### config.mk
export PLATFORM = sky130hd
export DESIGN_NAME = run_ctrl
export DESIGN_NICKNAME = d
export VERILOG_FILES = /design/src/rtl/run_ctrl.sv
export SDC_FILE = /design/constraint.sdc
export NUM_CORES = 1
export LEC_CHECK = 0
export BUFFER_PORTS_ARGS = -buffer_cell sky130_fd_sc_hd__clkbuf_2
export CORE_UTILIZATION = 49
export CTS_BUF_LIST = sky130_fd_sc_hd__clkbuf_16
export DETAILED_ROUTE_END_ITERATION = 10
export GPL_TIMING_DRIVEN = 0
export PLACE_DENSITY = 0.79
export REMOVE_ABC_BUFFERS = 1
export SLEW_MARGIN = 20
export SYNTH_ARGS = -nofsm -noshare
export SYNTH_HDL_FRONTEND = slang
export SYNTH_SLANG_ARGS = --single-unit
### constraint.sdc
create_clock -name clk -period 1.9 [get_ports clk]
set_input_delay 0.19 -clock clk [delete_from_list [all_inputs] [get_ports clk]]
set_output_delay 0.19 -clock clk [all_outputs]
set_load 0.05 [all_outputs]
### src/rtl/run_ctrl.sv
// Run controller for the barrel core: sequences the core's reset, waits for halt,
// and enforces a RUN-cycle watchdog. Every output comes straight from a flop.
module run_ctrl #(
  parameter int RESET_CYCLES = 2,
  parameter int TIMEOUT      = 1000,
  parameter int CNT_W        = 32
) (
  input  logic             clk,
  input  logic             resetn,
  input  logic             start,
  input  logic             halt,
  output logic             core_resetn,
  output logic             running,
  output logic             done,
  output logic             timeout,
  output logic [CNT_W-1:0] cycles,
  output logic [1:0]       state_dbg
);

  localparam int HW = (RESET_CYCLES > 1) ? $clog2(RESET_CYCLES) : 1;

  typedef enum logic [1:0] {
    HOLD   = 2'd0,
    RUN    = 2'd1,
    HALTED = 2'd2,
    TMO    = 2'd3
  } state_t;

  state_t           state, state_n;
  logic [HW-1:0]    hold_cnt, hold_cnt_n;
  logic             core_resetn_n, running_n, done_n, timeout_n;
  logic [CNT_W-1:0] cycles_n;

  always_ff @(posedge clk or negedge resetn) begin
    if (!resetn) begin
      state       <= HOLD;
      hold_cnt    <= '0;
      core_resetn <= 1'b0;
      running     <= 1'b0;
      done        <= 1'b0;
      timeout     <= 1'b0;
      cycles      <= '0;
    end else begin
      state       <= state_n;
      hold_cnt    <= hold_cnt_n;
      core_resetn <= core_resetn_n;
      running     <= running_n;
      done        <= done_n;
      timeout     <= timeout_n;
      cycles      <= cycles_n;
    end
  end

  always_comb begin
    state_n       = state;
    hold_cnt_n    = hold_cnt;
    core_resetn_n = core_resetn;
    running_n     = running;
    done_n        = done;
    timeout_n     = timeout;
    cycles_n      = cycles;
    unique case (state)
      HOLD: begin
        core_resetn_n = 1'b0;
        if (hold_cnt == HW'(RESET_CYCLES - 1)) begin
          state_n       = RUN;
          hold_cnt_n    = '0;
          core_resetn_n = 1'b1;
          running_n     = 1'b1;
        end else begin
          hold_cnt_n = hold_cnt + HW'(1);
        end
      end
      RUN: begin
        // Halt is checked first so a halt on the expiry edge reports done, not timeout.
        if (halt) begin
          state_n   = HALTED;
          done_n    = 1'b1;
          running_n = 1'b0;
        end else if (cycles == CNT_W'(TIMEOUT - 1)) begin
          state_n       = TMO;
          timeout_n     = 1'b1;
          running_n     = 1'b0;
          core_resetn_n = 1'b0;
          cycles_n      = CNT_W'(TIMEOUT);
        end else begin
          cycles_n = cycles + CNT_W'(1);
        end
      end
      HALTED, TMO: begin
        if (start) begin
          state_n       = HOLD;
          hold_cnt_n    = '0;
          core_resetn_n = 1'b0;
          running_n     = 1'b0;
          done_n        = 1'b0;
          timeout_n     = 1'b0;
          cycles_n      = '0;
        end
      end
      default: state_n = HOLD;
    endcase
  end

  assign state_dbg = state;

endmodule

==> results of run 1 <==
[layout make-up]
cell class	instances	area [µm²]	area share [%]
sequential	39	982	32.9
timing repair buffer	61	387	13.0
inverter	8	30.0	1.01
multi-input combinational	180	1380	46.4
clock buffer	5	125	4.20
clock inverter	3	11.3	0.378
tap	50	62.6	2.10
[critical path, stage by stage (launching register included)]
cell and delay (ns):
dfrtp_1 0.42, or4_4 0.54, nor4_4 0.33, buf_4 0.20
a21oi_4 0.08, and3_4 0.17, a221o_1 0.25
[logic make-up after synthesis]
family / Yosys count / share of synthesized area, %
AND/OR/NAND/NOR: 113 / 28.9
multiplexers: 1 / 0.464
buffers and inverters: 17 / 3.42
flip-flops: 39 / 45.2
XOR/XNOR: 14 / 5.68
adder cells (fa/ha/maj): 1 / 0.580
AO/OA/AOI/OAI: 51 / 15.7
[final timing paths]
check	startpoint	to	slack, ns	cells after the start
worst max-delay path	cycles[14]	cycles[25]	-0.21	6
worst min-delay path	resetn	cycles[24]	0.05	1
worst max register to register	cycles[14]	cycles[25]	-0.21	6
worst min register to register	timeout	timeout	0.50	2
max in group asynchronous	resetn	cycles[5]	1.17	1
min in group clk	start	state_dbg[0]	0.19	2
[timing repair]
| item | CTS | global route |
|---|---|---|
| endpoints found under the hold margin | 0 | 0 |
| endpoints found under the setup margin | 35 | 35 |
| setup buffers | 19 | 2 |
| resized for setup | 43 | 34 |
| pin swaps | 15 | 12 |
| cloned | 1 | 0 |
[sequential cells by signal, summed over array words and instances (netlist names)]
name / count
core_resetn: 1
cycles: 32
done: 1
hold_cnt: 1
running: 1
state_dbg: 2
timeout: 1
[power groups by stage]
| stage | combinational (mW) | clock [mW] | sequential (mW) |
|---|---|---|---|
| global placement | 0.739 | 0 | 1.04 |
| CTS | 0.962 | 0.795 | 1.05 |
| detailed placement | 0.758 | 0 | 1.05 |
| floorplan | 0.332 | 0 | 1.26 |
| finish | 0.978 | 0.794 | 1.06 |
| global route | 1.04 | 0.840 | 1.08 |
[stage by stage]
stage | total power, mW | worst slack [ns]
2_1_floorplan | 1.59 | -0.423
3_3_place_gp | 1.78 | -0.469
3_5_place_dp | 1.80 | -0.534
4_1_cts | 2.80 | -0.156
5_1_grt | 2.96 | -0.363
6_report | 2.84 | -0.205
[synthesized netlist by cell type, types with 2 or more instances]
cell,count,area share (%)
a21oi_1,7,1.6
a22o_1,7,2.8
a31oi_1,5,1.5
a41oi_1,4,1.6
and2_1,2,0.58
and3_1,2,0.58
and4_1,2,0.81
buf_2,2,0.46
clkbuf_1,6,1.0
dfrtp_1,39,45
inv_1,8,1.4
nand2_1,25,4.4
nand2_2,2,0.58
nand3_1,14,3.2
nand3b_1,2,0.70
nand4_1,18,5.2
nor2_1,21,3.7
nor3_1,3,0.70
nor4_1,8,2.3
o21ai_0,19,4.4
o22ai_1,2,0.58
or3_1,4,1.2
xnor2_1,2,0.81
xor2_1,12,4.9
[routing by layer]
layer,routed length (µm),vias up
met5,0,-
met4,340,0
met3,594,44
met2,3180,156
met1,2750,1064
li1,-,1005
==> flow_metrics.tcl, run 1 <==
set metrics [dict create \
    cap_violations 0 \
    routedWlPerCell_um 19.8 \
    slew_viol_final 0 \
    nets 300 \
    die_w_um 68.4 \
    vias_per_cell 6.56 \
    leakage_nw 1.29 \
    place.port_buffers 41 \
    drive_above_1_share_pct 40.2 \
    gr-total-overflow 0 \
    core_area_mm2 0.00412 \
    synth_seq_cells 39 \
    grt_max_degree 40 \
    ys_seq_area_share_pct 45.2 \
    insertion_delay_ns 0.28 \
    syn_to_final_growth_pct 38.2 \
    final_area_mm2 0.00298 \
    most-common-layout-cells "clkbuf_2, dfrtp_1, nand2_1" \
    drc 0 \
    tns_ns -4.65 \
    cp_max_fo 5 \
    postLayoutSetupSlackWorst_ns -0.205 \
    path_clk_slew_ns 0.06 \
    tightest_slew_ns 0.973 \
    grt_pass1_vias 2032 \
    endpoint_kind "flop" \
    cp_data_arrival_time_ns 2.27 \
    rsz0062_at_grt "true" \
    clock.fmax_mhz 475 \
    fillCellCount 286 \
    cts_sinks 39 \
    clock_path_buffers 2 \
    clockRootBuffer "clkbuf_16" \
    critPathKind "reg2reg" \
    die_h_um 68.4 \
    grtUsageMet3_pct 7.50 \
    holdWs_ns 0.0543 \
    synth-edff-count 0 \
    place_congestion 0.871 \
    dp_cells 318 \
    synth_cells 236 \
    hold_class "in2async" \
    die-area_mm2 0.00467 \
    crit_required_ns 2.07 \
    grt_pass1_wl_mm 10.1 \
    placed_cell_area_mm2 0.00238 \
    dp_hpwl_mm 3.60 \
    power_frac_clock_pct 28.0 \
    first_iter_violations 376 \
    hold_violations 0 \
    synth_warnings 0 \
    start_util_pct 52.4 \
    finalCriticalPeriod_ns 2.11 \
    swShare_pct 40.2 \
    busiest_layer "met2" \
    finalSetupViolCount 33 \
    violations "setup timing" \
    combPwrFrac_pct 34.5 \
    syn_area_per_cell_um2 9.14 \
    final_util_pct 72.5 \
    hold_buffers 0 \
    grt.total_usage_pct 29.7 \
    syn_area_mm2 0.00216 \
    first_pass_iters 6 \
    wl_mm 6.86 \
    cts_buffers 5 \
    async_flop_share_pct 100 \
    skew_ns 0.00477 \
    synthDistinctLibCells 44 \
    diodes 0 \
    relSlewSlack_pct 35.1 \
    p_int_mw 1.70 \
    met2_usage_pct 48.2 \
    antenna_left 0 \
    power.density_mw_per_mm2 951 \
    use_met1_pct 37.6 \
    placementRows 23 \
    dr_total_vias 2269 \
    start_kind "flop" \
    htreeDepth 2 \
    fin_crit_sh_pct 111 \
    final_common_cell "clkbuf_2" \
    pwr-share-seq_pct 37.5 \
    cts_tree "done" \
    netSwitchingPower_mw 1.14 \
    antenna_found_initial 0 \
    synth_ff_type "dfrtp_1" \
    peakVddDrop_uv 865 \
    finalNonFillerCells 346 \
    io_pins 42 \
    status "finished, violations left" \
]
Power figures use the tool's default switching activity.
==> inputs of run 2 (changes only) <==
Settings changed: ABC_AREA from default to 1, CORE_UTILIZATION 49 to 57, PLACE_DENSITY 0.79 to 0.84, SKIP_CTS_REPAIR_TIMING from default to 1.
Clock period 1.9 ns to 2.3 ns, I/O delays scaled along.
==> run 2 against run 1 <==
- the flow now finishes without violations
- clock-buffer cell count unchanged
- register-to-register slack better by 0.61 ns
- synthesized cell count rose by 77%
- utilization decreased by 4.4 points
- sequential share of layout area fell by 0.44 points
- global-route usage is 0.74 points higher
- clock skew is 0.0012 ns lower
- area after synthesis grew 22%
- final cell count rose by 49%
- critical path depth grew 4
- power shrank 11%
- fmax increased by 11%
- highest routed layer unchanged
==> flow_metrics.tcl, run 2 <==
set metrics [dict create \
    place_congestion 0.954 \
    netSwitchingPower_mw 1.13 \
    clock_path_buffers 2 \
    leakage_nw 1.48 \
    finalSetupViolCount 0 \
    diodes 0 \
    top_register "cycles" \
    vias_per_cell 5.24 \
    pwr-share-seq_pct 35.7 \
    fin_crit_sh_pct 82.5 \
    first_pass_iters 4 \
    place.port_buffers 41 \
    r2r_end "cycles[18]" \
    cp_max_fo 11 \
    most-common-layout-cells "nand2_1, nor2_1, inv_1" \
    yosysTopAreaCellShare_pct 37.0 \
    synth-compound-area-share_pct 4.50 \
    cp_cell_sequence "ha_1 > nand2_1 > inv_1 > nand2_1 > nor2_1 > nand2_1 > nor2_2 > nor2_1 > nor2_4 > nor2_1" \
    syn_to_final_growth_pct 13.7 \
    path_clk_slew_ns 0.06 \
    grt_max_degree 40 \
    htreeDepth 2 \
    cts_sinks 39 \
    clock.fmax_mhz 527 \
    dp_hpwl_mm 5.22 \
    hold_violations 0 \
    synth-simple-area-share_pct 46.3 \
    power.density_mw_per_mm2 837 \
    cts_buffers 5 \
    insertion_delay_ns 0.28 \
    ys_seq_area_share_pct 37.0 \
    drc 0 \
    dr_total_vias 2691 \
    ys_top_cells_by_count "nand2_1, nor2_1, inv_1, dfrtp_1, nand3_1" \
    worstSetupStartpoint "cycles[0]" \
    final_util_pct 68.0 \
    combPwrFrac_pct 38.2 \
    synth_cells 418 \
    rsz0062_at_grt "false" \
    nets 466 \
    grt_pass1_wl_mm 11.6 \
    grt.total_usage_pct 30.5 \
    p_int_mw 1.38 \
    cp_data_arrival_time_ns 2.05 \
    r2r_start "cycles[0]" \
    finalCriticalPeriod_ns 1.90 \
    die-area_mm2 0.00491 \
    peakVddDrop_uv 981 \
    endpoint_kind "flop" \
    slowest_delay_ns 0.41 \
    fillCellCount 409 \
    cts_tree "done" \
    antenna_found_initial 0 \
    power_frac_clock_pct 26.1 \
    tns_ns 0 \
    cap_violations 0 \
    slew_viol_final 0 \
    final_common_cell "nand2_1" \
    placementRows 24 \
    synth-edff-count 0 \
    r2r_cells 10 \
    yosysMostFrequentCell "nand2_1" \
    synth_ff_type "dfrtp_1" \
    die_h_um 70.1 \
    hold_class "in2async" \
    routedWlPerCell_um 13.5 \
    synth_seq_cells 39 \
    synthAdderAreaFrac_pct 0.474 \
    synth-xor-area-share_pct 2.65 \
    synthMuxAreaShare_pct 0 \
    critPathKind "reg2reg" \
    synth_top_family_by_area "simple AND/OR/NAND/NOR gates" \
    cp_slowest_cell "dfrtp_1" \
    synth.area.top_cells "dfrtp_1, nand2_1, nor2_1" \
    synth_warnings 0 \
    core_area_mm2 0.00441 \
    start_util_pct 59.8 \
    skew_ns 0.00359 \
    syn_area_per_cell_um2 6.32 \
    relSlewSlack_pct 41.3 \
    gr-total-overflow 0 \
    synth_top_cell_by_area "dfrtp_1" \
    clockRootBuffer "clkbuf_16" \
    drive_above_1_share_pct 12.8 \
    first_iter_violations 221 \
    swShare_pct 45.0 \
    multi_input_area_mm2 0.00142 \
    grt_pass1_vias 2527 \
    die_w_um 70.1 \
    crit_required_ns 2.45 \
    async_flop_share_pct 100 \
    wl_mm 6.94 \
    final-seq-area_um2 976 \
    synthDistinctLibCells 26 \
    syn_area_mm2 0.00264 \
    tightest_slew_ns 0.880 \
    antenna_left 0 \
    r2r_slack_ns 0.40 \
    io_pins 42 \
    status "completed" \
    largest_register_ffs 32 \
    start_kind "flop" \
]
==> run 2: cell types whose count changed after synthesis, sizes merged, moves of 9 or more <==
cell   delta
nand2   +128
nor2     +72
inv      +44
nand3    +17
nor4     -10
nand4     -9
==> run 2: cell type report <==
class	instances	share of cell area (%)
multi-input combinational	322	47.4
clock buffer	5	4.17
sequential	39	32.5
tap	52	2.17
clock inverter	3	0.417
timing repair buffer	41	6.83
inverter	52	6.50
==> run 2: worst max-delay path: cells and delay by family, from the launching register on <==
family,cells,cell delay (ns)
flip-flops,1,0.41
adder cells (fa/ha/maj),1,0.19
AND/OR/NAND/NOR,8,1.08
buffers and inverters,1,0.09
==> run 2: cells by family (layout without fill, tap and decap cells) <==
logic type,count (synthesis),after routing
adders and majority gates,1,1
buffers and inverters,57,101
and+or+nand+nor,291,291
xor gates and xnor gates,8,8
AOI/OAI and AO/OA,22,22
DFF,39,39
==> run 2: layer usage <==
metal,global-route usage (%),share of wire [%],vias up
met5,0,0,-
met4,11.1,2.6,0
met3,5.77,6.8,20
met2,49.6,46,101
met1,40.5,45,1196
li1,-,-,1374
==> run 2: worst max-delay path by stage <==
stage	endpoint	depth (start not counted)
after floorplan	cycles[18]	10
after global placement	cycles[18]	10
after detailed placement	cycles[18]	10
after CTS	cycles[18]	10
after global routing	cycles[15]	10
final	cycles[18]	10
==> run 2: power groups by stage <==
stage               combinational (mW)  clock (mW)  sequential (mW)
finish                           0.959       0.655            0.898
global route                      1.05       0.699            0.914
CTS                              0.959       0.665            0.895
detailed placement               0.957           0            0.906
floorplan                        0.410           0             1.20
global placement                 0.937           0            0.901
==> run 2: stage by stage <==
step | power, mW | instance area (µm²) | setup WS [ns] | hold WS (ns) | std cells
after floorplan | 1.60 | 2590 | 0.396 | -0.0656 | 413
after global routing | 2.67 | 3000 | 0.261 | 0.141 | 514
after global placement | 1.84 | 2870 | 0.458 | 0.430 | 506
after CTS | 2.52 | 3000 | 0.372 | 0.143 | 514
after detailed placement | 1.86 | 2870 | 0.382 | 0.439 | 506
final | 2.51 | 3000 | 0.402 | 0.0601 | 514
